$ cat config.mk
export PLATFORM = sky130hd
export DESIGN_NAME = ultrasonic_ranger
export DESIGN_NICKNAME = d
export VERILOG_FILES = /design/src/rtl/ranger_pkg.sv /design/src/rtl/echo_edge_sync.sv /design/src/rtl/ultrasonic_ranger.sv
export SDC_FILE = /design/constraint.sdc
export NUM_CORES = 1
export LEC_CHECK = 0
export CAP_MARGIN = 5
export CORE_MARGIN = 3
export CORE_UTILIZATION = 55
export CTS_CLUSTER_SIZE = 8
export DETAILED_ROUTE_END_ITERATION = 6
export HOLD_SLACK_MARGIN = 0.03
export PLACE_DENSITY = 0.85
export REMOVE_ABC_BUFFERS = 1
export SETUP_SLACK_MARGIN = 0.4
export SLEW_MARGIN = 25
export SYNTH_ARGS = -nofsm -noshare
export SYNTH_HDL_FRONTEND = slang
export SYNTH_HIERARCHICAL = 1
export SYNTH_SLANG_ARGS = --single-unit
$ cat constraint.sdc
create_clock -name clk -period 2.8 [get_ports clk]
set_input_delay 0.28 -clock clk [delete_from_list [all_inputs] [get_ports clk]]
set_output_delay 0.28 -clock clk [all_outputs]
set_load 0.1 [all_outputs]
$ cat src/rtl/ranger_pkg.sv
// Shared types and constants for the three-channel ultrasonic ranger.
package ranger_pkg;

  localparam int DIST_W = 21;
  localparam logic [DIST_W-1:0] DIST_NONE = 21'h1FFFFF;

  localparam logic [1:0] CH_LEFT  = 2'd0;
  localparam logic [1:0] CH_MID   = 2'd1;
  localparam logic [1:0] CH_RIGHT = 2'd2;

  typedef enum logic [2:0] {
    S_GAP,
    S_TRIG,
    S_WAIT_RISE,
    S_MEASURE,
    S_STORE
  } state_t;

  function automatic logic [2:0] ch_onehot(input logic [1:0] ch);
    ch_onehot = 3'b001 << ch;
  endfunction

endpackage

$ cat src/rtl/echo_edge_sync.sv
// Two-flop synchroniser for one raw echo line, followed by rise/fall detection
// on the synchronised level and its one-cycle-delayed copy.
module echo_edge_sync (
  input  logic clk,
  input  logic rst_n,
  input  logic echo,
  output logic level,
  output logic rise,
  output logic fall
);

  logic r_meta;
  logic r_sync;
  logic r_dly;

  always_ff @(posedge clk) begin
    if (!rst_n) begin
      r_meta <= 1'b0;
      r_sync <= 1'b0;
      r_dly  <= 1'b0;
    end else begin
      r_meta <= echo;
      r_sync <= r_meta;
      r_dly  <= r_sync;
    end
  end

  assign level = r_sync;
  assign rise  = r_sync & ~r_dly;
  assign fall  = ~r_sync & r_dly;

endmodule

$ cat src/rtl/ultrasonic_ranger.sv
// Round-robin HC-SR04 ranger: trigger one sensor, time its echo, convert to cm,
// then idle before the next channel. Left, mid and right are served in turn.
module ultrasonic_ranger
  import ranger_pkg::*;
#(
  parameter int TRIG_CYCLES    = 500,
  parameter int CYCLES_PER_CM  = 2900,
  parameter int TIMEOUT_CYCLES = 1_500_000,
  parameter int GAP_CYCLES     = 500_000
) (
  input  logic              clk,
  input  logic              rst_n,
  input  logic [2:0]        echo_in,
  output logic [2:0]        trig_out,
  output logic [DIST_W-1:0] left_echo,
  output logic [DIST_W-1:0] mid_echo,
  output logic [DIST_W-1:0] right_echo,
  output logic [2:0]        dist_valid,
  output logic [2:0]        no_echo,
  output state_t            dbg_state,
  output logic [1:0]        dbg_ch,
  output logic [2:0]        dbg_echo_level
);

  state_t            r_state;
  state_t            w_state_next;
  logic [1:0]        r_ch;
  logic [31:0]       r_cnt;
  logic [31:0]       r_sub;
  logic [DIST_W-1:0] r_cm;
  logic [2:0]        r_trig;
  logic [2:0]        r_valid;
  logic [2:0]        r_no_echo;
  logic [DIST_W-1:0] r_left;
  logic [DIST_W-1:0] r_mid;
  logic [DIST_W-1:0] r_right;

  logic [2:0]        w_level;
  logic [2:0]        w_rise;
  logic [2:0]        w_fall;
  logic [2:0]        w_ch_oh;
  logic              w_sel_rise;
  logic              w_sel_fall;
  logic              w_wrap;
  logic [DIST_W-1:0] w_cm_inc;
  logic [DIST_W-1:0] w_result;
  logic              w_timeout;

  for (genvar g = 0; g < 3; g++) begin : g_sync
    echo_edge_sync u_sync (
      .clk   (clk),
      .rst_n (rst_n),
      .echo  (echo_in[g]),
      .level (w_level[g]),
      .rise  (w_rise[g]),
      .fall  (w_fall[g])
    );
  end

  assign w_ch_oh    = ch_onehot(r_ch);
  assign w_sel_rise = |(w_rise & w_ch_oh);
  assign w_sel_fall = |(w_fall & w_ch_oh);

  // The fall cycle itself is still counted, so the result uses the
  // post-increment cm value to give floor(high_cycles / CYCLES_PER_CM).
  assign w_wrap   = (r_sub == 32'(CYCLES_PER_CM - 1));
  assign w_cm_inc = (w_wrap && (r_cm != DIST_NONE)) ? r_cm + DIST_W'(1) : r_cm;

  always_comb begin
    w_state_next = r_state;
    w_result     = DIST_NONE;
    w_timeout    = 1'b0;
    case (r_state)
      S_GAP: begin
        if (r_cnt == 32'(GAP_CYCLES - 1)) w_state_next = S_TRIG;
      end
      S_TRIG: begin
        if (r_cnt == 32'(TRIG_CYCLES - 1)) w_state_next = S_WAIT_RISE;
      end
      S_WAIT_RISE: begin
        if (w_sel_rise) begin
          w_state_next = S_MEASURE;
        end else if (r_cnt == 32'(TIMEOUT_CYCLES - 1)) begin
          w_state_next = S_STORE;
          w_timeout    = 1'b1;
        end
      end
      S_MEASURE: begin
        if (w_sel_fall) begin
          w_state_next = S_STORE;
          w_result     = w_cm_inc;
        end else if (r_cnt == 32'(TIMEOUT_CYCLES - 1)) begin
          w_state_next = S_STORE;
          w_timeout    = 1'b1;
        end
      end
      S_STORE:  w_state_next = S_GAP;
      default:  w_state_next = S_GAP;
    endcase
  end

  always_ff @(posedge clk) begin
    if (!rst_n) begin
      r_state   <= S_GAP;
      r_ch      <= CH_LEFT;
      r_cnt     <= '0;
      r_sub     <= '0;
      r_cm      <= '0;
      r_trig    <= '0;
      r_valid   <= '0;
      r_no_echo <= '0;
      r_left    <= '0;
      r_mid     <= '0;
      r_right   <= '0;
    end else begin
      r_state <= w_state_next;
      r_cnt   <= (w_state_next != r_state) ? '0 : r_cnt + 32'd1;
      if (r_state == S_MEASURE) begin
        r_sub <= w_wrap ? '0 : r_sub + 32'd1;
        r_cm  <= w_cm_inc;
      end else begin
        r_sub <= '0;
        r_cm  <= '0;
      end
      r_trig  <= (w_state_next == S_TRIG) ? w_ch_oh : 3'b000;
      r_valid <= 3'b000;
      // Results land on entry to STORE so dist_valid coincides with the new value.
      if (w_state_next == S_STORE) begin
        r_valid   <= w_ch_oh;
        r_no_echo <= (r_no_echo & ~w_ch_oh) | (w_timeout ? w_ch_oh : 3'b000);
        case (r_ch)
          CH_LEFT:  r_left  <= w_result;
          CH_MID:   r_mid   <= w_result;
          CH_RIGHT: r_right <= w_result;
          default:  ;
        endcase
      end
      if (r_state == S_STORE) r_ch <= (r_ch == CH_RIGHT) ? CH_LEFT : r_ch + 2'd1;
    end
  end

  assign trig_out       = r_trig;
  assign dist_valid     = r_valid;
  assign no_echo        = r_no_echo;
  assign left_echo      = r_left;
  assign mid_echo       = r_mid;
  assign right_echo     = r_right;
  assign dbg_state      = r_state;
  assign dbg_ch         = r_ch;
  assign dbg_echo_level = w_level;

endmodule

==> summary.txt <==
Cells and area
  • Filler Cells Inserted: 839
  • Fin util: 72.56%
  • Share of layout cells above drive strength 1: 31.25%
  • Synth-to-layout area growth: 26.26%
  • Net count, final: 827
  • Antenna cell count: 0
  • Design area: 8897 um2

Worst setup path
  • R2R setup slack: 220 ps
  • Buffers and inverters on the worst path: 1
  • Family with the most delay on the worst path: simple AND/OR/NAND/NOR gates
  • Max stage delay on crit path: 440 ps
  • Arrival time worst endpoint: 2900 ps
  • CP required: 3120 ps
  • Critical Path Slowest Stage Cell: or4_4
  • R2R Path Start: r_sub[0]
  • Max FO, Critical Path: 4
  • Crit. Startpoint: r_sub[0]
  • Critical Path Start Type: flop
  • Worst-path cell chain: ha_4, or4b_1, or4_4, nor4_4, buf_6, nand4_1, xnor2_2, o221a_2
  • Setup CP Type: flop to flop
  • Crit end category: flop

Route
  • Wirelength per Cell: 17.84 um
  • Post-Route WL: 17.84 mm
  • Drt drc: 0
  • Final ANT Viol Nets: 0
  • Vias: 5,993
  • Initial DRC count: 453
  • Via/cell ratio: 5.993
  • Drt first pass iters: 5

Worst hold path
  • Hold Path Origin: rst_n
  • Hold Crit Class: input port to flop

Clock network
  • TritonCTS clock tree: done
  • CTS HTree Levels: 4
  • Worst-Skew Late Latency: 420 ps
  • Clock transition at path regs: 70 ps
  • Number of CTS-inserted buffers: 17
  • Clk sink count: 171
  • Clock Tree Buf Depth: 2
  • Clock root cell: clkbuf_16

STA
  • Max transition margin: 52.62%
  • Layout Skew: 8.771 ps
  • Endpoints failing setup: 0
  • Setup_tns: 0 ps
  • Tightest Pin Transition: 709.0 ps
  • Max Clock Freq: 0.3870 GHz
  • Max Transition Viols Final: 0
  • Final min period: 2584 ps
  • RSZ-0062 raised after global routing: yes
  • Hold Fails Final Rpt: 0
  • Final period utilization: 92.28%

Global routing
  • Largest net degree at the start of global routing: 75
  • Initial antenna violation count: 0
  • First-pass GRT wire length: 27.89 mm
  • Vias in the first global route: 5,714
  • Global Route Usage Sum: 23.89%
  • Grt ovf: 0

Yosys
  • Yosys reg bits: 171
  • Share of the synthesized area in the top cell type: 48.58%
  • Top FF cell, synth: dfxtp_1
  • Yosys top cell by area: dfxtp_1
  • Most common cell in the netlist: dfxtp_1
  • Post-synth EDFFs: 0
  • Top area cells in the synthesized netlist: dfxtp_1 49%, o221a_2 9.7%, xor2_1 4.8%
  • Ys async rst share: 0%
  • Commonest cells post-synth: 171 x dfxtp_1, 79 x nor2_1, 61 x o221a_2
  • Synthesized area per cell: 9.828 um2
  • Unique masters post-synth: 51
  • Mapped Area: 7047 um2
  • YS warnings: 6
  • Post-Syn Instances: 717
  • Register area share after synthesis: 48.58%

Floorplan
  • Die W: 119.2 um
  • Io pins: 85
  • Core area: 12,260 um2
  • # rows: 40
  • Die Y: 119.2 um
  • Full die area: 14,210 um2
  • Initial Util: 57.47%

Power and ir drop
  • PwrDens: 536.2 nW/um2
  • P_leak: 3.370 nW
  • VDD IR-drop max: 0.5133 mV

Placed design
  • IO Port Bufs: 84
  • GPL Wtd Cong: 0.8716
  • Post-DP Area: 7885 um2
  • Post-DP HPWL: 11.24 mm

Run
  • Count of maximum capacitance violations: 0

Outcome
  • Status: completed
## sequential cells by signal, summed over array words and instances, names as in the netlist, named ones only
signal and count:
dbg_state 3, r_cm 21, dist_valid 3, mid_echo 21
g_sync.u_sync/r_meta 3, left_echo 21, r_cnt 32, right_echo 21
r_sub 32, trig_out 3, g_sync.u_sync/r_dly 3, dbg_ch 2
g_sync.u_sync/level 3
## power by group
group | internal (mW) | switching [mW] | leakage [nW]
combinational | 0.0229 | 0.0472 | 1.71
sequential | 2.44 | 0.00785 | 1.38
clock | 1.28 | 0.976 | 0.276
total | 3.74 | 1.03 | 3.37
## cells by family after synthesis
group | synth area share, %
AND/OR/NAND/NOR | 25.41
buffers and inverters | 2.450
AO/OA/AOI/OAI | 12.36
XOR/XNOR | 10.23
adder cells (fa/ha/maj) | 0.5327
multiplexers | 0.4439
flip-flops | 48.58
## per-stage QoR
stage	cells	total power [mW]	setup WS, ps	hold WS [ps]
after CTS	987	4.778	250.7	225.3
after global placement	951	2.565	285.5	415.4
after floorplan	682	2.535	-430.8	401.7
after detailed placement	951	2.569	219.5	421.5
final	1000	4.770	216.1	253.6
after global routing	1000	4.904	130.6	243.3
## layer usage
| metal | part of all wire (%) | track usage [%] | routed length (um) |
|---|---|---|---|
| met5 | 0 | 0 | 0 |
| met4 | 1.4 | 8.255 | 247 |
| met3 | 6.0 | 5.935 | 1065 |
| met2 | 51 | 39.49 | 9107 |
| met1 | 42 | 30.46 | 7417 |
## cell usage in the layout (no fill, tap or decap), types with 4 or more instances in the layout
cell       instances
and4_1             7
dfxtp_2            5
dfxtp_1          166
xnor2_1           26
o21ai_0            5
a21oi_1            5
and2_1            15
nand3_1           40
clkinv_2           4
nand3_2            4
buf_4            107
nor4_1            12
nand2_1           38
nand2b_1           8
inv_1              9
xor2_1            39
nor3_1            13
and3_1            16
o221a_2           61
nor2_1            79
clkbuf_16         18
xnor2_2           12
nor2b_1           30
nand4_1           30
## final timing paths
| kind | endpoint | depth (start not counted) |
|---|---|---|
| max | right_echo[14] | 8 |
| min | left_echo[20] | 2 |
| max reg2reg | right_echo[14] | 8 |
| min reg2reg | g_sync[1].u_sync/level | 1 |
## cell type report
class	instances	area, um2	area share [%]
multi-input combinational	502	3690	41.47
sequential	171	3430	38.55
clock buffer	19	452.9	5.091
tap	168	210.2	2.363
clock inverter	13	116.4	1.308
inverter	9	33.78	0.3797
timing repair buffer	118	964.7	10.84
## what timing repair did
item / CTS / global route
gates resized for setup: 11 / 45
pin swaps: 17 / 21
hold buffers: 0 / 0
buffers inserted: 4 / 12
cloned: 0 / 1
setup endpoints to repair: 97 / 115
Note: power is estimated with default switching activity, not from simulation.
